<file path="src/rtl/jk_reg_bank.sv">
// ---------------------------------------------------------------------------
// jk_reg_bank
//
// Purpose:
//   A bank of WIDTH independent flip-flop channels. The same state register
//   can act as per-bit JK flip-flops, a D register, T flip-flops or a binary
//   up-counter, chosen by 'mode'. A parallel load overrides every mode.
//   All outputs are registered and change only on the rising edge of clk.
//
// Parameters:
//   WIDTH      number of channels (1..32)
//   RESET_VAL  value q takes on reset
//
// Ports:
//   clk       in   single clock, rising-edge active
//   reset_n   in   synchronous active-low reset (highest priority)
//   en        in   update enable for JK/D/T/counter operation
//   mode      in   00 JK, 01 D, 10 T, 11 counter
//   j         in   per-channel J (D in D mode, T in T mode)
//   k         in   per-channel K (only used in JK mode)
//   load      in   parallel-load strobe (beats en)
//   load_val  in   value written on load
//   q         out  registered state
//   qbar      out  registered complement of q
//   tc        out  one-cycle pulse after a counter wrap from all-ones to zero
//   changed   out  high in the cycle after q took a new value (not on reset)
// ---------------------------------------------------------------------------
module jk_reg_bank #(
    parameter int              WIDTH     = 8,
    parameter logic [WIDTH-1:0] RESET_VAL = '0
) (
    input  logic             clk,
    input  logic             reset_n,
    input  logic             en,
    input  logic [1:0]       mode,
    input  logic [WIDTH-1:0] j,
    input  logic [WIDTH-1:0] k,
    input  logic             load,
    input  logic [WIDTH-1:0] load_val,
    output logic [WIDTH-1:0] q,
    output logic [WIDTH-1:0] qbar,
    output logic             tc,
    output logic             changed
);

    typedef enum logic [1:0] {
        MODE_JK  = 2'b00,
        MODE_D   = 2'b01,
        MODE_T   = 2'b10,
        MODE_CNT = 2'b11
    } mode_t;

    mode_t            cur_mode;
    logic [WIDTH-1:0] next_q;
    logic             wrap;

    assign cur_mode = mode_t'(mode);

    // Next-state selection. Load beats enable; with neither active the
    // register holds. The JK equation (j & ~q) | (~k & q) gives hold, clear,
    // set and toggle for {j,k} = 00, 01, 10, 11 on every bit at once.
    // A wrap is only flagged when the counter itself rolls over, so reaching
    // zero by load or by another mode never raises tc.
    always_comb begin
        next_q = q;
        wrap   = 1'b0;
        if (load) begin
            next_q = load_val;
        end else if (en) begin
            case (cur_mode)
                MODE_JK:  next_q = (j & ~q) | (~k & q);
                MODE_D:   next_q = j;
                MODE_T:   next_q = q ^ j;
                MODE_CNT: begin
                    next_q = q + WIDTH'(1);
                    wrap   = (q == '1);
                end
                default:  next_q = q;
            endcase
        end
    end

    // State and output registers. qbar is stored alongside q rather than
    // derived from it so both settle on the same edge, including reset.
    // Reset is sampled synchronously and clears the status flags even if
    // the reset itself moved q.
    always_ff @(posedge clk) begin
        if (!reset_n) begin
            q       <= RESET_VAL;
            qbar    <= ~RESET_VAL;
            tc      <= 1'b0;
            changed <= 1'b0;
        end else begin
            q       <= next_q;
            qbar    <= ~next_q;
            tc      <= wrap;
            changed <= (next_q != q);
        end
    end

endmodule

</file>
<file path="config.mk">
export PLATFORM = sky130hd
export DESIGN_NAME = jk_reg_bank
export DESIGN_NICKNAME = d
export VERILOG_FILES = /design/src/rtl/jk_reg_bank.sv
export SDC_FILE = /design/constraint.sdc
export NUM_CORES = 1
export LEC_CHECK = 0
export CAP_MARGIN = 20
export CELL_PAD_IN_SITES_DETAIL_PLACEMENT = 2
export CELL_PAD_IN_SITES_GLOBAL_PLACEMENT = 2
export CORE_MARGIN = 2
export CORE_UTILIZATION = 28
export CTS_CLUSTER_DIAMETER = 50
export DETAILED_ROUTE_END_ITERATION = 7
export PLACE_DENSITY_LB_ADDON = 0.2
export SLEW_MARGIN = 25
export SYNTH_ARGS = -nofsm -noshare
export SYNTH_HDL_FRONTEND = slang
export SYNTH_SLANG_ARGS = --single-unit
</file>
<file path="constraint.sdc">
create_clock -name clk -period 3.3 [get_ports clk]
set_clock_uncertainty 0.1 [all_clocks]
set_input_delay 0.33 -clock clk [delete_from_list [all_inputs] [get_ports clk]]
set_output_delay 0.33 -clock clk [all_outputs]
set_load 0.02 [all_outputs]
</file>
==> results of run 1 <==
## kinds of logic (layout without fill, tap and decap cells)
kind of cell,after synthesis,count (layout),synth area share [%]
AOI/OAI and AO/OA,65,65,29.7
xor gates and xnor gates,13,13,7.33
adders and majority gates,1,1,0.806
buffers and inverters,27,66,9.19
DFF,18,18,23.2
muxes,6,6,5.56
and+or+nand+nor,69,69,24.2
## worst reg2reg max path, cell delays in order, from the launching register on
cell,delay [ns]
sky130_fd_sc_hd__dfxtp_1,0.58
sky130_fd_sc_hd__ha_1,0.34
sky130_fd_sc_hd__and3_1,0.22
sky130_fd_sc_hd__nand4_1,0.15
sky130_fd_sc_hd__a211oi_1,0.29
sky130_fd_sc_hd__nor2_1,0.06
sky130_fd_sc_hd__a221o_1,0.37
sky130_fd_sc_hd__and3_1,0.18
## power groups by stage
| stage | Sequential (mW) | Combinational [mW] | Clock, mW |
|---|---|---|---|
| global route | 0.266 | 0.273 | 0.166 |
| CTS | 0.263 | 0.252 | 0.157 |
| global placement | 0.266 | 0.245 | 0 |
| finish | 0.262 | 0.250 | 0.152 |
| detailed placement | 0.268 | 0.250 | 0 |
| floorplan | 0.268 | 0.137 | 0 |
## area by class of cell
type                    instances  area, um2  area share, %
multi-input cells             154       1050           50.0
clock buffers                   3       41.3           1.97
flip-flops and latches         18        360           17.2
inverters                       9       33.8           1.61
repair buffers                 54        523           24.9
well taps                      72       90.1           4.29
## flip-flops by register name, indices dropped and copies added (netlist names)
signal	flops
changed	1
q	8
qbar	8
tc	1
## cell usage after synthesis, drive strengths merged (2+ instances only)
cell type	count
o21ai	19
dfxtp	18
nand2	17
buf	13
nor2	12
a21oi	9
inv	9
nand3	9
xor2	7
nand2b	6
nor3	6
xnor2	6
clkbuf	5
o211ai	5
o22ai	5
nand4	4
or2	4
a211oi	3
and3	3
mux2i	3
a22oi	2
a31oi	2
a32o	2
a32oi	2
and2	2
mux4	2
nor2b	2
o21a	2
o31ai	2
## per-layer routing
metal  GRT usage [%]  share of wire, %
met5               0                 0
met4            5.26              0.94
met3            1.38               3.4
met2            33.5                48
met1            25.3                47
## cells in the final DEF, fill, tap and decap left out, drive strengths merged, types with 7 or more instances in the layout
master	instances
nand3	9
clkdlybuf4s50	47
a21oi	9
inv	9
buf	7
dfxtp	18
nor2	12
xor2	7
nand2	17
o21ai	19
## how the worst max path moves through the flow
stage,from,endpoint,slack (ns),cells after the start
final,mode[0],changed,0.84,7
after CTS,mode[0],changed,0.83,7
after floorplan,q[1],changed,1.20,7
after detailed placement,mode[0],changed,0.58,7
after global routing,mode[0],changed,0.69,7
after global placement,mode[0],changed,0.62,7
==> reports/qor_table.md, run 1 <==
| Result | Reported |
|---|---|
| Run status | complete, no violations |
| Number of cells traversed by the worst hold path | 2 |
| Final instance count without filler cells | 310 |
| Clock root buffer | sky130_fd_sc_hd__clkbuf_8 |
| Die span in x | 78.5 um |
| Endpoint of the lowest-slack register-to-register path | q[6] |
| Ports placed on the boundary | 48 |
| Standard cell area after detailed placement | 2060 um2 |
| Max FO, Critical Path | 15 |
| Synthesis-to-layout area growth | 35.1% |
| Net switching share of the total power | 34.1% |
| Critical path buffer and inverter count | 1 |
| Ratio of routed vias to standard cells | 5.43 |
| Kind of path behind the tightest hold check | register to register |
| Number of buffers inserted by port buffering | 47 |
| Cts bufs inserted | 3 |
| Proportion of layout cells with a drive suffix above 1 | 10.1% |
| Avg Inst Size Synth | 7.80 um2 |
| Combinational fraction of design power | 37.6% |
| H-tree depth | 1 |
| Post-synthesis cell count | 199 |
| Nets in the synthesized netlist | 230 |
| Area of the die | 6160 um2 |
| Top flip-flop cell by instance count after synthesis | sky130_fd_sc_hd__dfxtp_1 |
| Start of the worst register-to-register path | q[1] |
| Vias in the first global route | 1,710 |
| Final period util | 74.6% |
| Hold wc startpoint | q[7] |
| Sum of routed wire length over all layers | 5660 um |
| Y dimension of the die | 78.5 um |
| Peak supply drop | 0.000120 V |
| Final worst hold slack | 0.539 ns |
| Global-route wire length before repair | 9270 um |
| Library cells used by synthesis | 58 |
| Tmin final | 2.46 ns |
| Required time at the worst-slack endpoint | 3.40 ns |
| Overall power of the completed layout | 0.665 mW |
| Worst-margin pin slew | 0.567 ns |
| Nature of the critical path startpoint | primary input |
| Slew Limit Headroom | 62.1% |
| Wire length per cell after detailed routing | 18.3 um |
| Vias | 1,684 |
| Static Leakage | 0.769 nW |
| Filler cells | 644 |
| Std-Cell Rows | 27 |
| Maximum number of pins on one net before global-route repair | 22 |
| Kind of end point of the critical path | register |
| Final total negative setup slack | 0 ns |
| Post-CTS setup repair buffer count | 0 |
| Initial standard-cell utilization of the core | 28.5% |
| Number of resized instances in the post-cts repair step | 0 |
| Cell count of the worst reg-to-reg path | 7 |
| Dpl cells | 307 |
| Worst R2R Setup Slack | 0.91 ns |
| CTS clock-pin slew for the worst setup and hold paths | 0.06 ns |
| Number of synthesis warnings | 0 |
| EDFF count, synth | 0 |
| Hold-fix buffer count after cts | 0 |
| Number of DRC violations after detailed-routing iteration 0 | 52 |
| Worst stage delay on the critical path | 0.82 ns |
| Dominant cells by area after synthesis | sky130_fd_sc_hd__dfxtp_1 (23%), sky130_fd_sc_hd__o21ai_0 (4.5%), sky130_fd_sc_hd__nand2_1 (4.1%) |
| Maximum number of buffers from clock root to sink | 2 |
| Antenna fix cells | 0 |
| Synth area leader | sky130_fd_sc_hd__dfxtp_1 |
| Final Core Density | 38.6% |
| RePlAce Congestion | 0.846 |
| Worst hold path endpoint | tc |
| GRT Total Usage | 19.2% |
| WP data arrival | 2.56 ns |
| Synthesized flop and latch total | 18 |
| TritonCTS clock tree | done |
| Post-DP HPWL | 4350 um |
| Internal power contribution | 0.438 mW |
| Sequential area share after synthesis | 23.2% |
| Number of nets in the final layout | 271 |
| Critical-path top delay cell | sky130_fd_sc_hd__clkdlybuf4s50_1 |
| Count of antenna-violating nets left after detailed routing | 0 |
| Clock insertion delay at the later pin of the skew report | 0.25 ns |
| Worst setup path class | primary input to register |
| Clock network fraction of design power | 22.9% |
| Final cell area excluding filler cells | 2100 um2 |
| Area share of the largest cell type after synthesis | 23.2% |
| Overall overflow remaining after global route | 0 |
| Setup-violating endpoint count in the final report | 0 |
| Number of sinks on the clock net | 18 |
| Slew Limit Fails | 0 |
| Total power divided by cell area | 317 nW/um2 |
| Initial antenna violation count | 0 |
| Unrepaired setup endpoints after global routing | false |
| Number of search-and-repair iterations in the first detailed-routing pass | 5 |
| Sequential fraction of design power | 39.5% |
| Setup slack after placement | 0.584 ns |
| Final hold violation count | 0 |
| Chain of cells forming the critical path | clkdlybuf4s50_1 > nand2_1 > or4b_4 > nand3_2 > mux2_1 > a31oi_1 > o31a_1 |
| Delay-heaviest family, CP | buffers and inverters |
| Netlist area before placement | 1550 um2 |
| Share of synthesized registers carrying an async set or reset | 0% |
| Max-cap violations | 0 |
| Area of the core region | 5440 um2 |
| Post-layout worst setup margin | 0.837 ns |
| Number of remaining DRC errors | 0 |
| Maximum clock frequency | 406 MHz |
| Switching power | 0.226 mW |
(Power assumes the default switching activity.)
==> run 2: changes to the inputs <==
- CORE_UTILIZATION: 28 -> 26
- clock period: 3.3 -> 2.3 ns (I/O delays scaled with it)
==> run 2 against run 1 <==
Flip-flop and latch count is the same; die area grew 7.3%; register-to-register slack lost 0.75 ns; highest routed layer unchanged; critical path depth is the same; via count grew 4.6%; combinational power grew 62%; largest cell class unchanged; final cell count grew 9.7%; non-clock buffer count grew 26; total power grew 56%; routed wire length grew 0.58%; utilization grew 0.96 points.
==> reports/qor_table.md, run 2 (synthesis gave the netlist of run 1 again) <==
| Result | Reported | Delta |
|---|---|---|
| Run status | complete, no violations |  |
| Worst-margin pin slew | 0.438 ns | -0.129 ns |
| Critical path buffer and inverter count | 1 | unchanged |
| Vias in the first global route | 1,797 | +5.1% |
| Total power divided by cell area | 449 nW/um2 | +42% |
| Worst setup path class | register to register |  |
| Post-CTS setup repair buffer count | 0 | unchanged |
| H-tree depth | 1 | unchanged |
| Proportion of layout cells with a drive suffix above 1 | 20.0% | +9.9 points |
| Post-DP HPWL | 4710 um | +8.2% |
| Final period util | 93.0% |  |
| Most common library cell in the layout ignoring fill and taps | sky130_fd_sc_hd__clkdlybuf4s50_1 |  |
| Kind of path behind the tightest hold check | register to register |  |
| Number of nets in the final layout | 297 | +9.6% |
| Peak supply drop | 0.000319 V | +170% |
| Overall power of the completed layout | 1.04 mW | +56% |
| Maximum number of pins on one net before global-route repair | 21 | -4.5% |
| Static Leakage | 0.905 nW | +18% |
| Y dimension of the die | 81.3 um | +3.6% |
| Final cell area excluding filler cells | 2310 um2 | +10% |
| Global-route wire length before repair | 9370 um | +1.1% |
| Final instance count without filler cells | 340 | +9.7% |
| Number of buffers inserted by port buffering | 47 | unchanged |
| Number of sinks on the clock net | 18 | unchanged |
| Count of antenna-violating nets left after detailed routing | 0 | unchanged |
| Nature of the critical path startpoint | register |  |
| GRT Total Usage | 18.6% | -0.52 points |
| Area of the core region | 5850 um2 | +7.6% |
| Max-cap violations | 0 | unchanged |
| Ratio of routed vias to standard cells | 5.18 | -4.7% |
| Wire length per cell after detailed routing | 16.7 um | -8.3% |
| Commonest cells after routing, fill and taps aside | sky130_fd_sc_hd__clkdlybuf4s50_1 (47), sky130_fd_sc_hd__buf_4 (33), sky130_fd_sc_hd__nand2_1 (17), sky130_fd_sc_hd__dfxtp_1 (16), sky130_fd_sc_hd__o21ai_0 (14) |  |
| Number of remaining DRC errors | 0 | unchanged |
| Final hold violation count | 0 | unchanged |
| Maximum number of buffers from clock root to sink | 2 | unchanged |
| Unrepaired setup endpoints after global routing | false |  |
| Highest routed layer | met4 |  |
| Clock root buffer | sky130_fd_sc_hd__clkbuf_8 |  |
| Critical-path top delay cell | sky130_fd_sc_hd__dfxtp_1 |  |
| Number of search-and-repair iterations in the first detailed-routing pass | 4 | -1 |
| Die span in x | 81.3 um | +3.6% |
| Standard cell area after detailed placement | 2260 um2 | +9.7% |
| Biggest registers after layout | q: 8 flops, qbar: 8 flops |  |
| Filler cells | 687 | +6.7% |
| Maximum clock frequency | 467 MHz |  |
| WP data arrival | 2.20 ns | -0.36 ns |
| Met2 WL post-DR | 2630 um | -4.0% |
| Met1 Routed Length | 2840 um | +6.2% |
| RePlAce Congestion | 0.790 | -6.6% |
| Initial antenna violation count | 0 | unchanged |
| Synthesis-to-layout area growth | 49.0% |  |
| Antenna fix cells | 0 | unchanged |
| Cts bufs inserted | 3 | unchanged |
| Worst stage delay on the critical path | 0.47 ns | -0.35 ns |
| Met3 routed wirelength | 200 um | +4.2% |
| Delay-heaviest family, CP | flip-flops |  |
| Required time at the worst-slack endpoint | 2.36 ns | -1.04 ns |
| Number of DRC violations after detailed-routing iteration 0 | 56 | +7.7% |
| CTS clock-pin slew for the worst setup and hold paths | 0.07 ns | about the same |
| Chain of cells forming the critical path | buf_4 > nand3_1 > xnor2_1 > mux4_2 > nor2_1 > nor3_1 > a31o_1 |  |
| Sum of routed wire length over all layers | 5690 um | +0.58% |
| Setup-violating endpoint count in the final report | 0 | unchanged |
| Dpl cells | 336 | +9.4% |
| Initial standard-cell utilization of the core | 26.5% | -2.0 points |
| Std-Cell Rows | 28 | +3.7% |
| Kind of end point of the critical path | register |  |
| Slew Limit Headroom | 70.8% | +8.6 points |
| Ports placed on the boundary | 48 | unchanged |
| Vias | 1,761 | +4.6% |
| Final total negative setup slack | 0 ns | unchanged |
| Max FO, Critical Path | 8 | -7 |
| Area of the die | 6610 um2 | +7.3% |
| Overall overflow remaining after global route | 0 | unchanged |
| Tmin final | 2.14 ns |  |
| TritonCTS clock tree | done |  |
| Slew Limit Fails | 0 | unchanged |
| Clock insertion delay at the later pin of the skew report | 0.26 ns | about the same |
-- run 2: cell count changes in the layout (fill, tap and decap cells not counted), sizes merged --
cell / change
buf: +26
clkbuf: +1
-- run 2: through the flow --
| step | setup WS, ns | hold slack (ns) | util [%] |
|---|---|---|---|
| floorplan | 0.197 | 0.239 | - |
| global placement | 0.000858 | 0.494 | 38.6 |
| detailed placement | -0.0839 | 0.500 | 38.6 |
| CTS | 0.114 | 0.510 | 39.5 |
| global route | 0.0433 | 0.540 | 39.5 |
| finish | 0.160 | 0.501 | 39.5 |
-- run 2: worst register-to-register path: stages (launching register included) --
cell and delay, ns:
sky130_fd_sc_hd__dfxtp_1 0.47, sky130_fd_sc_hd__buf_4 0.23, sky130_fd_sc_hd__nand3_1 0.21, sky130_fd_sc_hd__xnor2_1 0.18, sky130_fd_sc_hd__mux4_2 0.47, sky130_fd_sc_hd__nor2_1 0.11
sky130_fd_sc_hd__nor3_1 0.07, sky130_fd_sc_hd__a31o_1 0.19
-- run 2: final cells by class --
class                           instances  area, um2  area share, %
Inverter                                9       33.8           1.46
Clock buffer                            4       55.1           2.38
Sequential cell                        18        363           15.7
Tap cell                               75       93.8           4.06
Multi-Input combinational cell        154       1050           45.4
Timing Repair Buffer                   80        718           31.0
-- run 2: worst paths after layout --
path | from | end | slack, ns | cells after the start
max | q[2] | q[4] | 0.16 | 7
min | q[7] | tc | 0.50 | 2
max reg2reg | q[2] | q[4] | 0.16 | 7
min reg2reg | q[7] | tc | 0.50 | 2
-- run 2: timing repair --
action                     CTS  global route
hold endpoints to repair     0             0
setup endpoints to repair    0             1
gates resized for setup      0             2
hold buffers                 0             0
-- run 2: layer usage --
metal | track usage (%) | vias up
met5 | 0 | -
met4 | 4.07 | 0
met3 | 2.22 | 4
met2 | 31.2 | 40
met1 | 25.5 | 854
li1 | - | 863
-- run 2: power by group --
part,internal (mW),leakage [nW],switching [mW]
Clock,0.153,0.0288,0.115
Sequential,0.336,0.150,0.0292
Combinational,0.208,0.726,0.198
